## src/rtl/regdst_hazard_scheduler_if.sv

```systemverilog
// Bundle of decode-side handshake and hazard/writeback signals for the
// regdst hazard scheduler.
//   master: decode stage / environment. Drives the issue fields and flush, and
//           receives ready, stall, forwarding selects, the writeback port,
//           illegal_op and stall_cnt.
//   slave : the scheduler. Mirror image of master.
interface regdst_hazard_scheduler_if #(
    parameter int ADDR_W = 5,
    parameter int CNT_W  = 16
);
    logic              issue_valid;
    logic              issue_ready;
    logic [1:0]        regdst_op;
    logic              writes_reg;
    logic              is_load;
    logic [ADDR_W-1:0] rs;
    logic [ADDR_W-1:0] rt;
    logic [ADDR_W-1:0] rd;
    logic              uses_rs;
    logic              uses_rt;
    logic              flush;
    logic              stall;
    logic [1:0]        fwd_a_sel;
    logic [1:0]        fwd_b_sel;
    logic              wb_we;
    logic [ADDR_W-1:0] wb_dst;
    logic              illegal_op;
    logic [CNT_W-1:0]  stall_cnt;

    modport master (
        output issue_valid, regdst_op, writes_reg, is_load, rs, rt, rd,
               uses_rs, uses_rt, flush,
        input  issue_ready, stall, fwd_a_sel, fwd_b_sel, wb_we, wb_dst,
               illegal_op, stall_cnt
    );

    modport slave (
        input  issue_valid, regdst_op, writes_reg, is_load, rs, rt, rd,
               uses_rs, uses_rt, flush,
        output issue_ready, stall, fwd_a_sel, fwd_b_sel, wb_we, wb_dst,
               illegal_op, stall_cnt
    );
endinterface

```

## src/rtl/regdst_hazard_scheduler.sv

```systemverilog
// Destination-register sequencing and hazard resolution for a 5-stage CPU.
// Each accepted instruction gets a destination tag (rt, rd or RA_REG) that
// flows EX -> MEM -> WB. The tags drive operand forwarding selects, the
// load-use stall and the registered register-file write port.
// Ports:
//   clk   - rising-edge clock
//   rst_n - synchronous active-low reset
//   bus   - slave side of regdst_hazard_scheduler_if (issue fields, flush,
//           ready/stall, fwd_a_sel/fwd_b_sel, wb_we/wb_dst, illegal_op,
//           stall_cnt)
module regdst_hazard_scheduler #(
    parameter int ADDR_W = 5,
    parameter int RA_REG = 31,
    parameter int CNT_W  = 16
) (
    input logic                      clk,
    input logic                      rst_n,
    regdst_hazard_scheduler_if.slave bus
);
    localparam int STAGES = 2;  // vld_pipe index: 0=EX, 1=MEM, 2=WB

    typedef struct packed {
        logic              wr;
        logic              is_load;
        logic [ADDR_W-1:0] dst;
    } tag_t;

    logic [STAGES:0]   vld_pipe;
    tag_t              ex_tag, mem_tag, wb_tag;
    logic [ADDR_W-1:0] ex_rs, ex_rt;
    logic              ex_uses_rs, ex_uses_rt;

    logic [ADDR_W-1:0] new_dst;
    logic              new_wr;
    logic              load_use, stall, accept;
    logic              wb_we, illegal_op;
    logic [ADDR_W-1:0] wb_dst;
    logic [CNT_W-1:0]  stall_cnt;

    always_comb begin
        new_dst = '0;
        case (bus.regdst_op)
            2'd0:    new_dst = bus.rt;
            2'd1:    new_dst = bus.rd;
            2'd2:    new_dst = ADDR_W'(RA_REG);
            default: new_dst = '0;
        endcase
    end
    assign new_wr = bus.writes_reg & (bus.regdst_op != 2'd3);

    // A load in EX has no result until WB, so a dependent in decode must
    // wait one cycle; after that the load sits in WB and forwards normally.
    assign load_use = vld_pipe[0] & ex_tag.wr & ex_tag.is_load & (ex_tag.dst != '0) &
                      ((bus.uses_rs & (bus.rs == ex_tag.dst)) |
                       (bus.uses_rt & (bus.rt == ex_tag.dst)));
    assign stall  = bus.issue_valid & load_use;
    assign accept = bus.issue_valid & ~stall & ~bus.flush;

    // MEM is checked first so the younger producer wins.
    function automatic logic [1:0] fwd_sel(input logic use_src, input logic [ADDR_W-1:0] src);
        if (!vld_pipe[0] || !use_src || src == '0)
            return 2'd0;
        if (vld_pipe[1] && mem_tag.wr && mem_tag.dst == src)
            return 2'd1;
        if (vld_pipe[2] && wb_tag.wr && wb_tag.dst == src)
            return 2'd2;
        return 2'd0;
    endfunction

    assign bus.stall       = stall;
    assign bus.issue_ready = ~stall & ~bus.flush;
    assign bus.fwd_a_sel   = fwd_sel(ex_uses_rs, ex_rs);
    assign bus.fwd_b_sel   = fwd_sel(ex_uses_rt, ex_rt);
    assign bus.wb_we       = wb_we;
    assign bus.wb_dst      = wb_dst;
    assign bus.illegal_op  = illegal_op;
    assign bus.stall_cnt   = stall_cnt;

    always_ff @(posedge clk) begin
        if (!rst_n) begin
            vld_pipe   <= '0;
            ex_tag     <= '0;
            mem_tag    <= '0;
            wb_tag     <= '0;
            ex_rs      <= '0;
            ex_rt      <= '0;
            ex_uses_rs <= 1'b0;
            ex_uses_rt <= 1'b0;
            wb_we      <= 1'b0;
            wb_dst     <= '0;
            illegal_op <= 1'b0;
            stall_cnt  <= '0;
        end else begin
            // The pipe never freezes; flush kills the entry leaving EX.
            vld_pipe <= {vld_pipe[1], vld_pipe[0] & ~bus.flush, accept};
            wb_tag   <= mem_tag;
            mem_tag  <= ex_tag;
            if (accept) begin
                ex_tag     <= '{wr: new_wr, is_load: bus.is_load, dst: new_dst};
                ex_rs      <= bus.rs;
                ex_rt      <= bus.rt;
                ex_uses_rs <= bus.uses_rs;
                ex_uses_rt <= bus.uses_rt;
            end

            wb_we <= vld_pipe[2] & wb_tag.wr & (wb_tag.dst != '0);
            if (vld_pipe[2] && wb_tag.wr && wb_tag.dst != '0)
                wb_dst <= wb_tag.dst;

            illegal_op <= accept & (bus.regdst_op == 2'd3);

            if (stall && !bus.flush && !(&stall_cnt))
                stall_cnt <= stall_cnt + 1'b1;
        end
    end
endmodule

```

## src/flat_wrapper.sv

```systemverilog
// flat-port wrapper written by rule: the top's interface ports become plain ports
module regdst_hazard_scheduler_flat 
#(
    parameter int ADDR_W = 5,
    parameter int RA_REG = 31,
    parameter int CNT_W  = 16
)
  (clk, rst_n, bus_issue_valid, bus_regdst_op, bus_writes_reg, bus_is_load, bus_rs, bus_rt, bus_rd, bus_uses_rs, bus_uses_rt, bus_flush, bus_issue_ready, bus_stall, bus_fwd_a_sel, bus_fwd_b_sel, bus_wb_we, bus_wb_dst, bus_illegal_op, bus_stall_cnt);
  regdst_hazard_scheduler_if #(.ADDR_W(ADDR_W), .CNT_W(CNT_W)) bus_i ();
  input logic clk;
  input logic rst_n;
  input wire logic [$bits(bus_i.issue_valid)-1:0] bus_issue_valid;
  input wire logic [$bits(bus_i.regdst_op)-1:0] bus_regdst_op;
  input wire logic [$bits(bus_i.writes_reg)-1:0] bus_writes_reg;
  input wire logic [$bits(bus_i.is_load)-1:0] bus_is_load;
  input wire logic [$bits(bus_i.rs)-1:0] bus_rs;
  input wire logic [$bits(bus_i.rt)-1:0] bus_rt;
  input wire logic [$bits(bus_i.rd)-1:0] bus_rd;
  input wire logic [$bits(bus_i.uses_rs)-1:0] bus_uses_rs;
  input wire logic [$bits(bus_i.uses_rt)-1:0] bus_uses_rt;
  input wire logic [$bits(bus_i.flush)-1:0] bus_flush;
  output wire logic [$bits(bus_i.issue_ready)-1:0] bus_issue_ready;
  output wire logic [$bits(bus_i.stall)-1:0] bus_stall;
  output wire logic [$bits(bus_i.fwd_a_sel)-1:0] bus_fwd_a_sel;
  output wire logic [$bits(bus_i.fwd_b_sel)-1:0] bus_fwd_b_sel;
  output wire logic [$bits(bus_i.wb_we)-1:0] bus_wb_we;
  output wire logic [$bits(bus_i.wb_dst)-1:0] bus_wb_dst;
  output wire logic [$bits(bus_i.illegal_op)-1:0] bus_illegal_op;
  output wire logic [$bits(bus_i.stall_cnt)-1:0] bus_stall_cnt;
  assign bus_i.issue_valid = bus_issue_valid;
  assign bus_i.regdst_op = bus_regdst_op;
  assign bus_i.writes_reg = bus_writes_reg;
  assign bus_i.is_load = bus_is_load;
  assign bus_i.rs = bus_rs;
  assign bus_i.rt = bus_rt;
  assign bus_i.rd = bus_rd;
  assign bus_i.uses_rs = bus_uses_rs;
  assign bus_i.uses_rt = bus_uses_rt;
  assign bus_i.flush = bus_flush;
  assign bus_issue_ready = bus_i.issue_ready;
  assign bus_stall = bus_i.stall;
  assign bus_fwd_a_sel = bus_i.fwd_a_sel;
  assign bus_fwd_b_sel = bus_i.fwd_b_sel;
  assign bus_wb_we = bus_i.wb_we;
  assign bus_wb_dst = bus_i.wb_dst;
  assign bus_illegal_op = bus_i.illegal_op;
  assign bus_stall_cnt = bus_i.stall_cnt;
  regdst_hazard_scheduler #(.ADDR_W(ADDR_W), .RA_REG(RA_REG), .CNT_W(CNT_W)) u_core (.clk(clk), .rst_n(rst_n), .bus(bus_i));
endmodule
```

## config.mk

```make
export PLATFORM = sky130hd
export DESIGN_NAME = regdst_hazard_scheduler_flat
export DESIGN_NICKNAME = d
export VERILOG_FILES = /design/src/rtl/regdst_hazard_scheduler_if.sv /design/src/rtl/regdst_hazard_scheduler.sv /design/src/flat_wrapper.sv
export SDC_FILE = /design/constraint.sdc
export NUM_CORES = 1
export LEC_CHECK = 0
export CORE_ASPECT_RATIO = 1.5
export CORE_UTILIZATION = 38
export CTS_CLUSTER_SIZE = 24
export DETAILED_ROUTE_END_ITERATION = 6
export PLACE_DENSITY = 0.62
export SLEW_MARGIN = 20
export SYNTH_ARGS = -nofsm -noshare
export SYNTH_HDL_FRONTEND = slang
export SYNTH_SLANG_ARGS = --single-unit
```

## constraint.sdc

```tcl
create_clock -name clk -period 4.7 [get_ports clk]
set_input_delay 0.47 -clock clk [delete_from_list [all_inputs] [get_ports clk]]
set_output_delay 0.47 -clock clk [all_outputs]
set_load 0.02 [all_outputs]
```

== After elaboration in Yosys (flattened, before gate mapping) ==
Cells that the tools add are included.

* Add/subtract/negate cells: 1
* Multiply operators: 0
* Div/mod/pow operators: 0
* Magnitude comparators: 0
* Equality and inequality tests: 10
* Shift operators: 0
* Multiplexer cells: 25
* Bitwise operators: 18
* Reductions and logical operators: 24

{| class="wikitable"
|+ Operator list
! cell !! count
|-
| $eq A5 B5 Y1 || 6
|-
| $mux W2 || 12
|-
| $add A16 B1 Y16 const B || 1
|-
| $reduce_and A16 Y1 || 1
|-
| $and A1 B1 Y1 || 15
|-
| $pmux W5 S3 || 1
|-
| $mux W1 || 12
|-
| $logic_not A5 Y1 || 2
|-
| $reduce_bool A5 Y1 || 2
|-
| $logic_and A1 B1 Y1 || 9
|-
| $logic_not A1 Y1 || 5
|-
| $eq A2 B2 Y1 const B || 2
|-
| $logic_or A1 B1 Y1 || 4
|-
| $eq A2 B1 Y1 const B || 1
|-
| $logic_not A2 Y1 || 1
|-
| $ne A2 B2 Y1 const B || 1
|-
| $not A1 Y1 || 2
|-
| $or A1 B1 Y1 || 1
|}

* Register bits: 57
* Latch bits: 0
* Memory bits (writable): 0
* ROM bits: 0
* Logic and storage cells: 94
* Memories: 0

== Depth between registers and ports, before layout ==
* Depth in word-level cells: 10
* Mapped depth: 7

== Worst setup path after synthesis ==
OpenSTA, ideal clock, no wires.

* Path kind: input -> output
* Start point: in bus_rs[0]
* End point: out bus_issue_ready
* Arrival time: 1.794 ns
* Required time: 4.230 ns
* Slack: 2.436 ns
* Stages on the path: 7
* Path buffers: 2
* Path through: xor2_1 > nor4_2 > a32oi_1 > clkbuf_1 > buf_4 > nor2_1 > a21oi_1

* Longest elaborated chain between the ends: 7

{| class="wikitable"
|+ Ends and longest elaborated chain
! element !! line !! RTL
|-
| from (decl) || flat_wrapper.sv:16 || <nowiki>input wire logic [$bits(bus_i.rs)-1:0] bus_rs;</nowiki>
|-
| $eq A5 B5 Y1 || regdst_hazard_scheduler.sv:54 || <nowiki>((bus.uses_rs & (bus.rs == ex_tag.dst)) |</nowiki>
|-
| $and A1 B1 Y1 || regdst_hazard_scheduler.sv:54 ||
|-
| $or A1 B1 Y1 || regdst_hazard_scheduler.sv:54 ||
|-
| $and A1 B1 Y1 || regdst_hazard_scheduler.sv:53 || <nowiki>assign load_use = vld_pipe[0] & ex_tag.wr & ex_tag.is_load & (ex_tag.dst != '0) &</nowiki>
|-
| $and A1 B1 Y1 || regdst_hazard_scheduler.sv:56 || <nowiki>assign stall = bus.issue_valid & load_use;</nowiki>
|-
| $not A1 Y1 || regdst_hazard_scheduler.sv:71 || <nowiki>assign bus.issue_ready = ~stall & ~bus.flush;</nowiki>
|-
| $and A1 B1 Y1 || regdst_hazard_scheduler.sv:71 ||
|-
| to (decl) || flat_wrapper.sv:22 || <nowiki>output wire logic [$bits(bus_i.issue_ready)-1:0] bus_issue_ready;</nowiki>
|}

Every way passes these cells.

== Final worst setup path ==
* Start point: reg u_core.ex_tag[0] in the netlist's numbering
* End point: out bus_issue_ready

* Longest elaborated chain between the ends: 7
* Elaborated cells between the ends (all ways): 11
* Those cells by class: eq/ne: 2; bitwise: 8; reduce/logical: 1

{| class="wikitable"
|+ Ends and longest elaborated chain
! element !! line !! RTL
|-
| from (decl) || regdst_hazard_scheduler.sv:29 || <nowiki>tag_t ex_tag, mem_tag, wb_tag;</nowiki>
|-
| from (signal assigned) || regdst_hazard_scheduler.sv:99 || <nowiki>ex_tag <= '{wr: new_wr, is_load: bus.is_load, dst: new_dst};</nowiki>
|-
| $eq A5 B5 Y1 (on tied branches) || regdst_hazard_scheduler.sv:54, regdst_hazard_scheduler.sv:55 ||
|-
| $and A1 B1 Y1 (on tied branches) || regdst_hazard_scheduler.sv:54, regdst_hazard_scheduler.sv:55 ||
|-
| $or A1 B1 Y1 || regdst_hazard_scheduler.sv:54 ||
|-
| $and A1 B1 Y1 * || regdst_hazard_scheduler.sv:53 ||
|-
| $and A1 B1 Y1 * || regdst_hazard_scheduler.sv:56 ||
|-
| $not A1 Y1 * || regdst_hazard_scheduler.sv:71 ||
|-
| $and A1 B1 Y1 * || regdst_hazard_scheduler.sv:71 ||
|}

Every way passes the cells marked *; elsewhere a longest branch is shown, timed or not.

==> flow_summary.toml <==
[floorplanning]
die_w_um = 75.56
num_io_pins = 54
start_util_pct = 39.75
dieHeight_um = 112.3
core_area_um2 = 7759
rows = 39
die_area_um2 = 8488

[pwr]
p_total_mw = 1.270
clkPwrFrac_pct = 49.1
switching_share_pct = 23.76
seq_power_share_pct = 41.3
total_leakage_power_nw = 1.353
switchingPower_uw = 301.8
power_density_nw_per_um2 = 321.0
combPwrFrac_pct = 9.6
vdd_ir_drop_max_mv = 0.1820
p_int_uw = 968.4

[timing]
worst_pin_slew_ns = 0.7390
fmax_mhz = 302.8
fin_crit_ns = 3.302
fin_skew_ns = 0.006786
setup_violations = 0
setup_tns_ns = 0
rsz0062_at_grt = "no"
hold_violations = 0
slew_headroom_pct = 50.74
setup_ws_ns = 1.398
final_max_slew_viol_count = 0
finalCritPeriodShare_pct = 70.26

[drt]
wl_per_cell_um = 16.34
drc = 0
drtIter0Drc = 158
drtAntennaViolNets = 0
post_drt_via_cell_ratio = 5.654
first_pass_iters = 4
num_vias = 2861
wl_um = 8268

[cells_and_area]
n_fill_cell = 728
ff_latch_area_um2 = 1141
layout-drive-gt1-share_pct = 7.426
stdcell_area_um2 = 3958
syn_to_final_growth_pct = 28.32
multi_input_area_um2 = 1819
final_nets = 425
n_antenna_cell = 0

[cts]
hold_buffers = 0
clk_pin_slew_worst_paths_ns = 0.05
cts_buffers = 9
cts_tree = "done"
insertion_delay_ns = 0.32
clock-sinks = 57
clockBufferDepth = 2
cts_root_buffer = "clkbuf_16"
post_cts_buffers = 0
cts_htree_levels = 3
post_cts_resized = 0

[setup_path]
worstSetupStartpointType = "flip-flop"
required_ns = 4.23
worstPathMaxFanout = 16
cpPeakStageDelay_ns = 0.61
critPathSlowestCell = "clkdlybuf4s50_1"
cp-end-kind = "output port"
path_cells = "or4_4, nor2_2, or2_1, nor2_1, a21oi_1, clkdlybuf4s50_1"
arrival_ns = 2.83
crit_type = "flip-flop to output port"

[yosys]
synth_top_area_cell = "dfxtp_1"
netlist_area_um2 = 3084
ys_seq_elements = 57
synth_cell_types = 49
ys_top_cells_by_count = "dfxtp_1 (57), nand2_1 (35), nand3_1 (22), xnor2_1 (22), clkbuf_1 (18)"
yosysSeqAreaShare_pct = 37.00
async_flop_share_pct = 0
synthTopCellsByArea = "dfxtp_1 (37%), xnor2_1 (6.2%), nand2_1 (4.3%), nand3_1 (3.6%), mux2i_1 (3.2%)"
synth_most_common_cell = "dfxtp_1"
avgSynthCellArea_um2 = 8.664
synth.top_cell.area_share_pct = 37.00
synth_edf_count = 0
syn_nets = 382
synth-main-ff-cell = "dfxtp_1"
syn_inst = 356
ys_warn_count = 0

[min_path]
hold_class = "flip-flop to flip-flop"

[grt]
grt-ovfl-total = 0
grt_usage_pct = 21.03
grt_pass1_wl_um = 13190
first_global_vias = 2666
grt_max_degree = 47
antenna_found_initial = 0

[placement]
dp_hpwl_um = 6013
gp_congestion = 0.7797
port_buffers = 53
place_area_um2 = 3670
preCtsSetupSlack_ns = 1.413

[flow_run]
max_cap_viol_count = 0

[status]
status = "completed"
power groups by stage:
stage | Combinational, mW | Sequential (mW) | Clock [mW]
finish | 0.122 | 0.524 | 0.624
global route | 0.134 | 0.526 | 0.658
CTS | 0.123 | 0.524 | 0.635
detailed placement | 0.122 | 0.534 | 0
global placement | 0.119 | 0.533 | 0
floorplan | 0.0814 | 0.526 | 0
flip-flops by register name, indices dropped and copies added, names as in the netlist:
| name | flops |
|---|---|
| u_core.bus.stall_cnt | 16 |
| u_core.ex_tag | 7 |
| u_core.mem_tag | 6 |
| u_core.wb_tag | 6 |
| u_core.bus.wb_dst | 5 |
| u_core.ex_rs | 5 |
| u_core.ex_rt | 5 |
| u_core.vld_pipe | 3 |
| u_core.bus.illegal_op | 1 |
| u_core.bus.wb_we | 1 |
| u_core.ex_uses_rs | 1 |
| u_core.ex_uses_rt | 1 |
through the flow:
step | utilization [%] | hold slack [ns] | std cells
3_3_place_gp | 47.30 | 0.4499 | 490
4_1_cts | 51.01 | 0.4622 | 506
6_report | 51.01 | 0.4576 | 506
3_5_place_dp | 47.30 | 0.4552 | 490
5_1_grt | 51.01 | 0.4829 | 506
2_1_floorplan | - | 0.4480 | 356
final cells by class:
cell class	count	area share (%)
clock buffer	10	5.786
clock inverter	6	1.486
inverter	9	0.8536
multi-input combinational	266	45.97
sequential	57	28.83
tap	102	3.225
timing repair buffer	56	13.85
layout by cell type (no fill, tap or decap), types with 3 or more instances in the layout:
| cell | n |
|---|---|
| nand3_1 | 22 |
| inv_1 | 9 |
| dfxtp_1 | 57 |
| mux2i_1 | 10 |
| and3_1 | 13 |
| nand2b_1 | 11 |
| xnor2_1 | 22 |
| clkinv_2 | 4 |
| or4_1 | 7 |
| mux2_1 | 6 |
| a2111oi_1 | 5 |
| nand2_1 | 35 |
| a211oi_1 | 4 |
| a32oi_1 | 10 |
| nor3_1 | 5 |
| clkdlybuf4s50_1 | 52 |
| o31ai_1 | 3 |
| xor2_1 | 8 |
| o21a_1 | 3 |
| nor2_1 | 10 |
| o311a_1 | 6 |
| nand4_1 | 16 |
| o21ai_0 | 7 |
| and2_1 | 15 |
| buf_4 | 3 |
| a21oi_1 | 10 |
| clkbuf_16 | 9 |
| o211ai_1 | 12 |
metal layers:
| layer | global-route usage (%) | share of wire [%] |
|---|---|---|
| met2 | 36.79 | 53 |
| met5 | 0 | 0 |
| met4 | 10.74 | 3.8 |
| met1 | 22.93 | 40 |
| met3 | 4.578 | 3.4 |
worst max-delay path, delay by kind of cell (launching register included):
family	cells	cell delay, ns
compound gates	1	0.18
buf+inv	1	0.61
flops	1	0.36
simple gates	4	1.36
final timing paths:
| path | endpoint | startpoint | slack (ns) | cells after the start |
|---|---|---|---|---|
| worst min register to register | u_core.bus.wb_dst[0] | u_core.bus.wb_dst[0] | 0.46 | 2 |
| worst min-delay path | u_core.bus.wb_dst[0] | u_core.bus.wb_dst[0] | 0.46 | 2 |
| worst max register to register | u_core.bus.stall_cnt[10] | u_core.bus.stall_cnt[0] | 2.36 | 6 |
| worst max-delay path | bus_issue_ready | u_core.ex_tag[0] | 1.40 | 6 |
cell families (layout without fill, tap and decap cells):
kind of cell,Yosys count,after routing,synth area share [%]
simple gates,152,152,28.03
fa+ha+maj,1,1,0.4056
mux,16,16,5.436
xor+xnor,30,30,8.519
buf+inv,33,81,4.259
flops,57,57,37.00
compound gates,67,67,16.35
Power figures use the tool's default switching activity.
